===== config.mk =====
export PLATFORM = sky130hd
export DESIGN_NAME = ex_cond_stage
export DESIGN_NICKNAME = d
export VERILOG_FILES = /design/src/rtl/ex_cond_stage.sv
export SDC_FILE = /design/constraint.sdc
export NUM_CORES = 1
export LEC_CHECK = 0
export ABC_AREA = 1
export CAP_MARGIN = 25
export CORE_MARGIN = 5
export CORE_UTILIZATION = 33
export DETAILED_ROUTE_END_ITERATION = 10
export PLACE_DENSITY_LB_ADDON = 0.3
export SYNTH_ARGS = -nofsm -noshare
export SYNTH_HDL_FRONTEND = slang
export SYNTH_SLANG_ARGS = --single-unit

===== constraint.sdc =====
create_clock -name clk -period 1.6 [get_ports clk]
set_clock_uncertainty 0.15 [all_clocks]
set_input_delay 0.16 -clock clk [delete_from_list [all_inputs] [get_ports clk]]
set_output_delay 0.16 -clock clk [all_outputs]
set_load 0.02 [all_outputs]

===== src/rtl/ex_cond_stage.sv =====
// Execute-stage condition evaluation, NZCV flag register, side-effect gating,
// E->M pipeline register and taken-branch squash FSM. EX_PERF_CNT_EN adds perf counters.
module ex_cond_stage #(
  parameter int WIDTH        = 32,
  parameter int SQUASH_DEPTH = 2
) (
  input  logic             clk,
  input  logic             reset,
  input  logic             PCSrcE,
  input  logic             RegWriteE,
  input  logic             MemtoRegE,
  input  logic             MemWriteE,
  input  logic             BranchE,
  input  logic [1:0]       FlagWriteE,
  input  logic [3:0]       CondE,
  input  logic [3:0]       ALUFlagsE,
  input  logic [WIDTH-1:0] ALUResultE,
  input  logic [WIDTH-1:0] WriteDataE,
  input  logic [3:0]       WA3E,
  input  logic             StallM,
  input  logic             FlushM,
  output logic             BranchTakenE,
  output logic             CondExE,
  output logic [3:0]       FlagsQ,
  output logic             PCSrcM,
  output logic             RegWriteM,
  output logic             MemtoRegM,
  output logic             MemWriteM,
  output logic [WIDTH-1:0] ALUOutM,
  output logic [WIDTH-1:0] WriteDataM,
  output logic [3:0]       WA3M,
  output logic [31:0]      BranchCntQ,
  output logic [31:0]      SquashCntQ
);

  typedef enum logic {RUN = 1'b0, SQUASH = 1'b1} state_e;

  typedef struct packed {
    logic             pcsrc;
    logic             regwrite;
    logic             memtoreg;
    logic             memwrite;
    logic [3:0]       wa3;
    logic [WIDTH-1:0] alu;
    logic [WIDTH-1:0] wd;
  } em_t;

  localparam logic [2:0] SQ_LOAD = 3'(SQUASH_DEPTH);

  state_e     state_q, state_d;
  logic [2:0] cnt_q, cnt_d;
  logic [3:0] flags_q, flags_d;
  em_t        em_q, em_d;
  logic       cond_met, kill;
  logic       n, z, c, v;

  assign {n, z, c, v} = flags_q;

  always_comb begin
    cond_met = 1'b1;
    case (CondE)
      4'h0:    cond_met = z;
      4'h1:    cond_met = ~z;
      4'h2:    cond_met = c;
      4'h3:    cond_met = ~c;
      4'h4:    cond_met = n;
      4'h5:    cond_met = ~n;
      4'h6:    cond_met = v;
      4'h7:    cond_met = ~v;
      4'h8:    cond_met = c & ~z;
      4'h9:    cond_met = ~c | z;
      4'hA:    cond_met = (n == v);
      4'hB:    cond_met = (n != v);
      4'hC:    cond_met = ~z & (n == v);
      4'hD:    cond_met = z | (n != v);
      default: cond_met = 1'b1;
    endcase
  end

  assign CondExE      = cond_met & (state_q == RUN);
  assign BranchTakenE = (BranchE | PCSrcE) & CondExE & ~StallM;
  assign kill         = (state_q == SQUASH) & ~StallM;

  // Flags only move for executing, non-stalled instructions; no bypass to E.
  always_comb begin
    flags_d = flags_q;
    if (CondExE && !StallM) begin
      if (FlagWriteE[1]) flags_d[3:2] = ALUFlagsE[3:2];
      if (FlagWriteE[0]) flags_d[1:0] = ALUFlagsE[1:0];
    end
  end

  // Stall outranks flush; failed/killed instructions lose their side effects.
  always_comb begin
    em_d = em_q;
    if (!StallM) begin
      if (FlushM) begin
        em_d = '0;
      end else begin
        em_d.pcsrc    = PCSrcE & CondExE;
        em_d.regwrite = RegWriteE & CondExE;
        em_d.memtoreg = MemtoRegE;
        em_d.memwrite = MemWriteE & CondExE;
        em_d.wa3      = WA3E;
        em_d.alu      = ALUResultE;
        em_d.wd       = WriteDataE;
      end
    end
  end

  always_comb begin
    state_d = state_q;
    cnt_d   = cnt_q;
    case (state_q)
      RUN: begin
        if (BranchTakenE) begin
          state_d = SQUASH;
          cnt_d   = SQ_LOAD;
        end
      end
      SQUASH: begin
        if (!StallM) begin
          cnt_d = cnt_q - 3'd1;
          if (cnt_q == 3'd1) state_d = RUN;
        end
      end
      default: begin
        state_d = RUN;
        cnt_d   = '0;
      end
    endcase
  end

  always_ff @(posedge clk or negedge reset) begin
    if (!reset) begin
      state_q <= RUN;
      cnt_q   <= '0;
      flags_q <= '0;
      em_q    <= '0;
    end else begin
      state_q <= state_d;
      cnt_q   <= cnt_d;
      flags_q <= flags_d;
      em_q    <= em_d;
    end
  end

  assign FlagsQ     = flags_q;
  assign PCSrcM     = em_q.pcsrc;
  assign RegWriteM  = em_q.regwrite;
  assign MemtoRegM  = em_q.memtoreg;
  assign MemWriteM  = em_q.memwrite;
  assign WA3M       = em_q.wa3;
  assign ALUOutM    = em_q.alu;
  assign WriteDataM = em_q.wd;

`ifdef EX_PERF_CNT_EN
  logic [31:0] bcnt_q, bcnt_d, scnt_q, scnt_d;

  always_comb begin
    bcnt_d = bcnt_q + {31'd0, BranchTakenE};
    scnt_d = scnt_q + {31'd0, kill};
  end

  always_ff @(posedge clk or negedge reset) begin
    if (!reset) begin
      bcnt_q <= '0;
      scnt_q <= '0;
    end else begin
      bcnt_q <= bcnt_d;
      scnt_q <= scnt_d;
    end
  end

  assign BranchCntQ = bcnt_q;
  assign SquashCntQ = scnt_q;
`else
  logic unused_kill;
  assign unused_kill = kill;
  assign BranchCntQ  = '0;
  assign SquashCntQ  = '0;
`endif

endmodule


# Yosys cells after proc, flatten, opt, wreduce, memory -nomap -nowiden
# Cells that the tools add are included.
[op_classes]
addsub = 1
eq_ne = 18
n_mux = 9
bitwise_logic = 17
n_reduce_logical = 6
[op_table]
columns = ["cell", "count"]
rows = [
  ["$mux 72", 1],
  ["$eq 4x4->1 const B", 6],
  ["$eq 4x3->1 const B", 4],
  ["$pmux 1 s14", 1],
  ["$and 1x1->1", 8],
  ["$eq 4x2->1 const B", 2],
  ["$mux 3", 2],
  ["$not 1->1", 6],
  ["$pmux 3 s2", 1],
  ["$reduce_and 2->1", 3],
  ["$eq 4x1->1 const B", 1],
  ["$logic_not 4->1", 1],
  ["$ne 2x2->1 const B", 2],
  ["$eq 3x1->1 const B", 1],
  ["$mux 1", 3],
  ["$or 1x1->1", 3],
  ["$sub 3x1->3 const B", 1],
  ["$pmux 1 s2", 1],
  ["$eq 1x1->1", 1],
  ["$logic_and 1x1->1", 1],
  ["$logic_not 1->1", 1],
  ["$ne 1x1->1", 1],
]
[totals]
reg_bits = 80
inputBits = 87
output_inout_bits = 142
elab_cells = 62

# Longest topological paths before layout
# Gate-level depths: netlist (run 1).
[logic_depth]
depth_word = 8
ltp_mapped = 14
depth_no_buf = 13

# Worst setup path before layout (run 1)
# Ideal clock, no wire load.
[synth_timing]
path_kind = "register -> register"
startpoint = "register flags_q[0], in the netlist FlagsQ[0]"
endpoint = "register em_q, in the netlist MemWriteM"
setup_ps = 118
arrival_ps = 1450
t_required_ps = 1332
slack_ps = -118
path_stages_with_launch = 10
n_path_buf = 0
synth_period_minus_slack_ps = 1718
path_cell_list = "dfrtp_1 > or2_1 > nand3_1 > nand2_1 > nor2_1 > nand3_2 > nand2_2 > inv_1 > nand3_1 > nand2_1"
[synth_via]
elab_chain_cells = 6
word_cells_on_any_way = 9
classes_between = "eq/ne (2); mux (2); bitwise (5)"
[synth_lines]
columns = ["element", "line_no", "text"]
rows = [
  ["from (decl)", "52", "logic [3:0] flags_q, flags_d;"],
  ["from (signal assigned)", "143", "flags_q <= flags_d;"],
  ["$ne 1x1->1 or $eq 1x1->1 (tied branches)", "n/a", ""],
  ["$or 1x1->1 or $and 1x1->1 (tied branches)", "75, 74", ""],
  ["$pmux 1 s14 *", "61", "case (CondE)"],
  ["$and 1x1->1 *", "80", "assign CondExE = cond_met & (state_q == RUN);"],
  ["named net CondExE", "23", "output logic CondExE,"],
  ["$and 1x1->1 *", "103", "em_d.memwrite = MemWriteE & CondExE;"],
  ["$mux 72 *", "97", "if (FlushM) begin"],
  ["to (signal assigned)", "144", "em_q <= em_d;"],
  ["to (decl)", "53", "em_t em_q, em_d;"],
]
# Mark *: on every way through the listed nets, which the timed path passes. The rest lies on a longest branch.
# A chain may end at the register's enable or synchronous reset.

# Worst setup path after layout (run 1)
[layout_timing]
startpoint = "register flags_q[3], in the netlist FlagsQ[3]"
endpoint = "output port CondExE"
[layout_via]
elab_chain_cells = 4
word_cells_on_any_way = 7
classes_between = "eq/ne (2); mux (1); bitwise (4)"
[layout_lines]
columns = ["element", "line_no"]
rows = [
  ["$ne 1x1->1 or $eq 1x1->1 (tied branches)", "n/a"],
  ["$or 1x1->1 or $and 1x1->1 (tied branches)", "75, 74"],
  ["$pmux 1 s14 *", "61"],
  ["$and 1x1->1 *", "80"],
  ["to (decl)", "23"],
]
# Every way passes the cells marked *; elsewhere a longest branch is shown, timed or not.

==> results.toml, run 1 <==
[setup_path]
reg2reg_depth = 13
cp-end-kind = "output port"
critPathLaunchType = "flop"
critPathArrivalTime_ns = 1.74
cp.required_ns = 1.29
critPathMaxStageDelay_ns = 0.45
crit_path_cell_trace = "or2_4 > nand3_2 > nand2_2 > nor2_2 > nand3_2 > buf_6 > nand2_4 > inv_2 > buf_6"
r2r-end = "cnt_q[2]$_DFFE_PN0P_"
worstSetupPathType = "reg -> out"
ff2ff_setup_slack_ns = -0.34
crit_slowest_cell = "dfrtp_2"
r2r_start = "FlagsQ[3]$_DFFE_PN0P_"
path_max_fanout = 4

[cells_and_area]
multiInputGateArea_um2 = 1340
n_antenna_cell = 0
finalNonFillerCells = 660
drive_gt1_share_pct = 14.0
fin_nets = 604
final_util_pct = 51.4
regArea_um2 = 2000
syn_to_final_growth_pct = 52.9
num-fill-cells = 969

[drt]
drcViolationCount = 0
ant_nets = 0
wl_per_cell_um = 15.1
dr_total_vias = 2924
drt_iter0_markers = 96
via_per_inst = 4.43
firstDrtPassIters = 4
totalWireLength_um = 9950

[pwr]
p_sw_uw = 2020
intPower_uw = 4040
clkPwrFrac_pct = 25.7
p_seq_share_pct = 40.4
combPwrFrac_pct = 33.8
p_per_area_nw_per_um2 = 1090
power.leakage_uw = 0.00293
swShare_pct = 33.3
ir_worst_vdd_uv = 430

[worst_hold_path]
holdPathEnd = "state_q$_DFF_PN0_"
min_path_cells = 4
hold_path_class = "in -> reg"
worstHoldStart = "StallM"

[clock_network]
ctsRootBufferMaster = "clkbuf_8"
cts-htree-levels = 3
clock_path_buffers = 2
cts_tree = "yes"
cts-buffers-inserted = 9
clk_pin_slew_ns = 0.08
insertion_delay_ns = 0.35
clkSinkCount = 80

[place]
place.gp.congestion = 0.821
port_buffers = 164
dp.cells = 638
place_ws_ns = -0.842
dp_hpwl_um = 7180

[floorplanning]
rows = 38
ios = 229
core_area_um2 = 10800
die_w_um = 115
start_util_pct = 33.6
die_h_um = 115
die_area_um2 = 13200

[synthesis]
yosysTopAreaCellShare_pct = 55.1
yosysWarningCount = 0
ys_types = 22
yosysSeqAreaShare_pct = 55.1
synth_seq_cells = 80
avgSynthCellArea_um2 = 10.9
synth.largest_area_cell = "dfrtp_1"
synth.top_cells.by_area = "dfrtp_1 (55%), a22o_1 (17%), buf_4 (13%)"
synth_area_um2 = 3630
syn_inst = 332

[global_routing]
globalRouteTotalUtil_pct = 14.5
grt.overflow.total = 0
antenna_found_initial = 0
grt_max_degree = 81
grt_pass1_vias = 2986
grt_pass1_wl_um = 15200

[timing]
fin_ws_ns = -0.452
hold_violations = 0
fmax_mhz = 487
fin_crit_sh_pct = 128
tns_ns = -3.21
rsz0062_at_grt = "yes"
period_needed_ns = 2.05
slew_viol_final = 0
setup_violations = 11

[outcome]
status = "complete, but fails checks"
violations = "negative setup slack"

[run]
drv_cap = 0
cell type report:
class / instances / area share (%)
clock buffers: 12 / 2.79
clock inverters: 4 / 0.924
inverters: 12 / 0.811
multi-input cells: 223 / 24.1
flip-flops and latches: 80 / 36.1
well taps: 140 / 3.16
repair buffers: 189 / 32.1
power groups by stage:
| stage | clock network, µW | logic, µW | registers [µW] |
|---|---|---|---|
| 4_1_cts | 1630 | 1970 | 2440 |
| 3_3_place_gp | 0 | 2000 | 2470 |
| 3_5_place_dp | 0 | 2040 | 2470 |
| 2_1_floorplan | 0 | 841 | 2710 |
| 6_report | 1560 | 2050 | 2450 |
| 5_1_grt | 1710 | 2240 | 2490 |
cell families after synthesis:
group           count (synthesis)  synth area share (%)
fa+ha+maj                       2                 0.689
compound gates                 72                  17.1
other cells                     1                 0.103
simple gates                   84                  10.3
flops                          80                  55.1
xor+xnor                        1                 0.241
buf+inv                        92                  16.4
cell usage in the layout, fill, tap and decap left out, drive strengths merged:
master and count:
buf 28, clkinvlp 1, conb 64, nand4 1
bufinv 1, o21ai 1, clkdlybuf4s50 84, ha 2
clkbuf 14, nor3 1, a22o 69, a21oi 2
dfrtp 80, nand2 50, inv 13, nand3 16
or2 1, clkinv 1, nor2 15, dlygate4sd3 1
xnor2 1, dlygate4sd2 74
how the worst max path moves through the flow:
stage	startpoint	to	cells past startpoint
finish	FlagsQ[3]$_DFFE_PN0P_	CondExE	9
CTS	FlagsQ[0]$_DFFE_PN0P_	CondExE	11
detailed placement	CondE[1]	BranchTakenE	12
global route	FlagsQ[3]$_DFFE_PN0P_	CondExE	11
global placement	CondE[1]	BranchTakenE	12
floorplan	FlagsQ[0]$_DFFE_PN0P_	FlagsQ[2]$_DFFE_PN0P_	11
synthesized netlist by cell type, drive strengths merged:
master and instances:
nor2 15, o21ai 1, or2 1, ha 2
clkbuf 14, nand4 1, inv 12, nand3 16
nand2 50, dfrtp 80, conb 1, nor3 1
xnor2 1, buf 66, a21oi 2, a22o 69
registers in the layout, summed over array words and instances (netlist names):
name	count
cnt_q	3
state_q	1
RegWriteM	1
FlagsQ	4
WA3M	4
ALUOutM	32
WriteDataM	32
MemWriteM	1
PCSrcM	1
MemtoRegM	1
per-layer routing:
metal  vias up  global-route usage [%]  routed length (µm)
li1       1387                       -                   -
met3        12                    7.42                1270
met5         -                       0                   0
met2       152                    22.5                4710
met1      1373                    17.5                3850
met4         0                    5.24                 111
stage by stage:
stage / total power, µW / cell area (µm²) / hold slack (ns)
after floorplan: 3550 / 3870 / -0.286
after CTS: 6040 / 5470 / 0.0338
after detailed placement: 4510 / 5320 / 0.0799
after global placement: 4470 / 5320 / 0.0684
final: 6050 / 5550 / 0.0563
after global routing: 6430 / 5550 / 0.0540
worst max-delay path: cells and delay by family (launching register included):
family,cells,cell delay (ns)
AND/OR/NAND/NOR,6,0.65
flip-flops,1,0.45
buffers and inverters,3,0.30
what timing repair did:
item                                    CTS  global route
hold buffers                              1             0
pin swaps                                 4             9
hold endpoints to repair                 80             0
buffers inserted                          0             5
endpoints found under the setup margin   88            15
gates resized for setup                  96            17
No activity file was read; power rests on OpenSTA's default activity.
==> run 2, diff against run 1 <==
--- a/config.mk
+++ b/config.mk
@@ -9,6 +9,7 @@
 export CAP_MARGIN = 25
 export CORE_MARGIN = 5
 export CORE_UTILIZATION = 33
+export CTS_CLUSTER_SIZE = 28
 export DETAILED_ROUTE_END_ITERATION = 10
 export PLACE_DENSITY_LB_ADDON = 0.3
 export SYNTH_ARGS = -nofsm -noshare
==> results of run 2 <==
The final DEF is identical to that of run 1; final timing and power are the same.
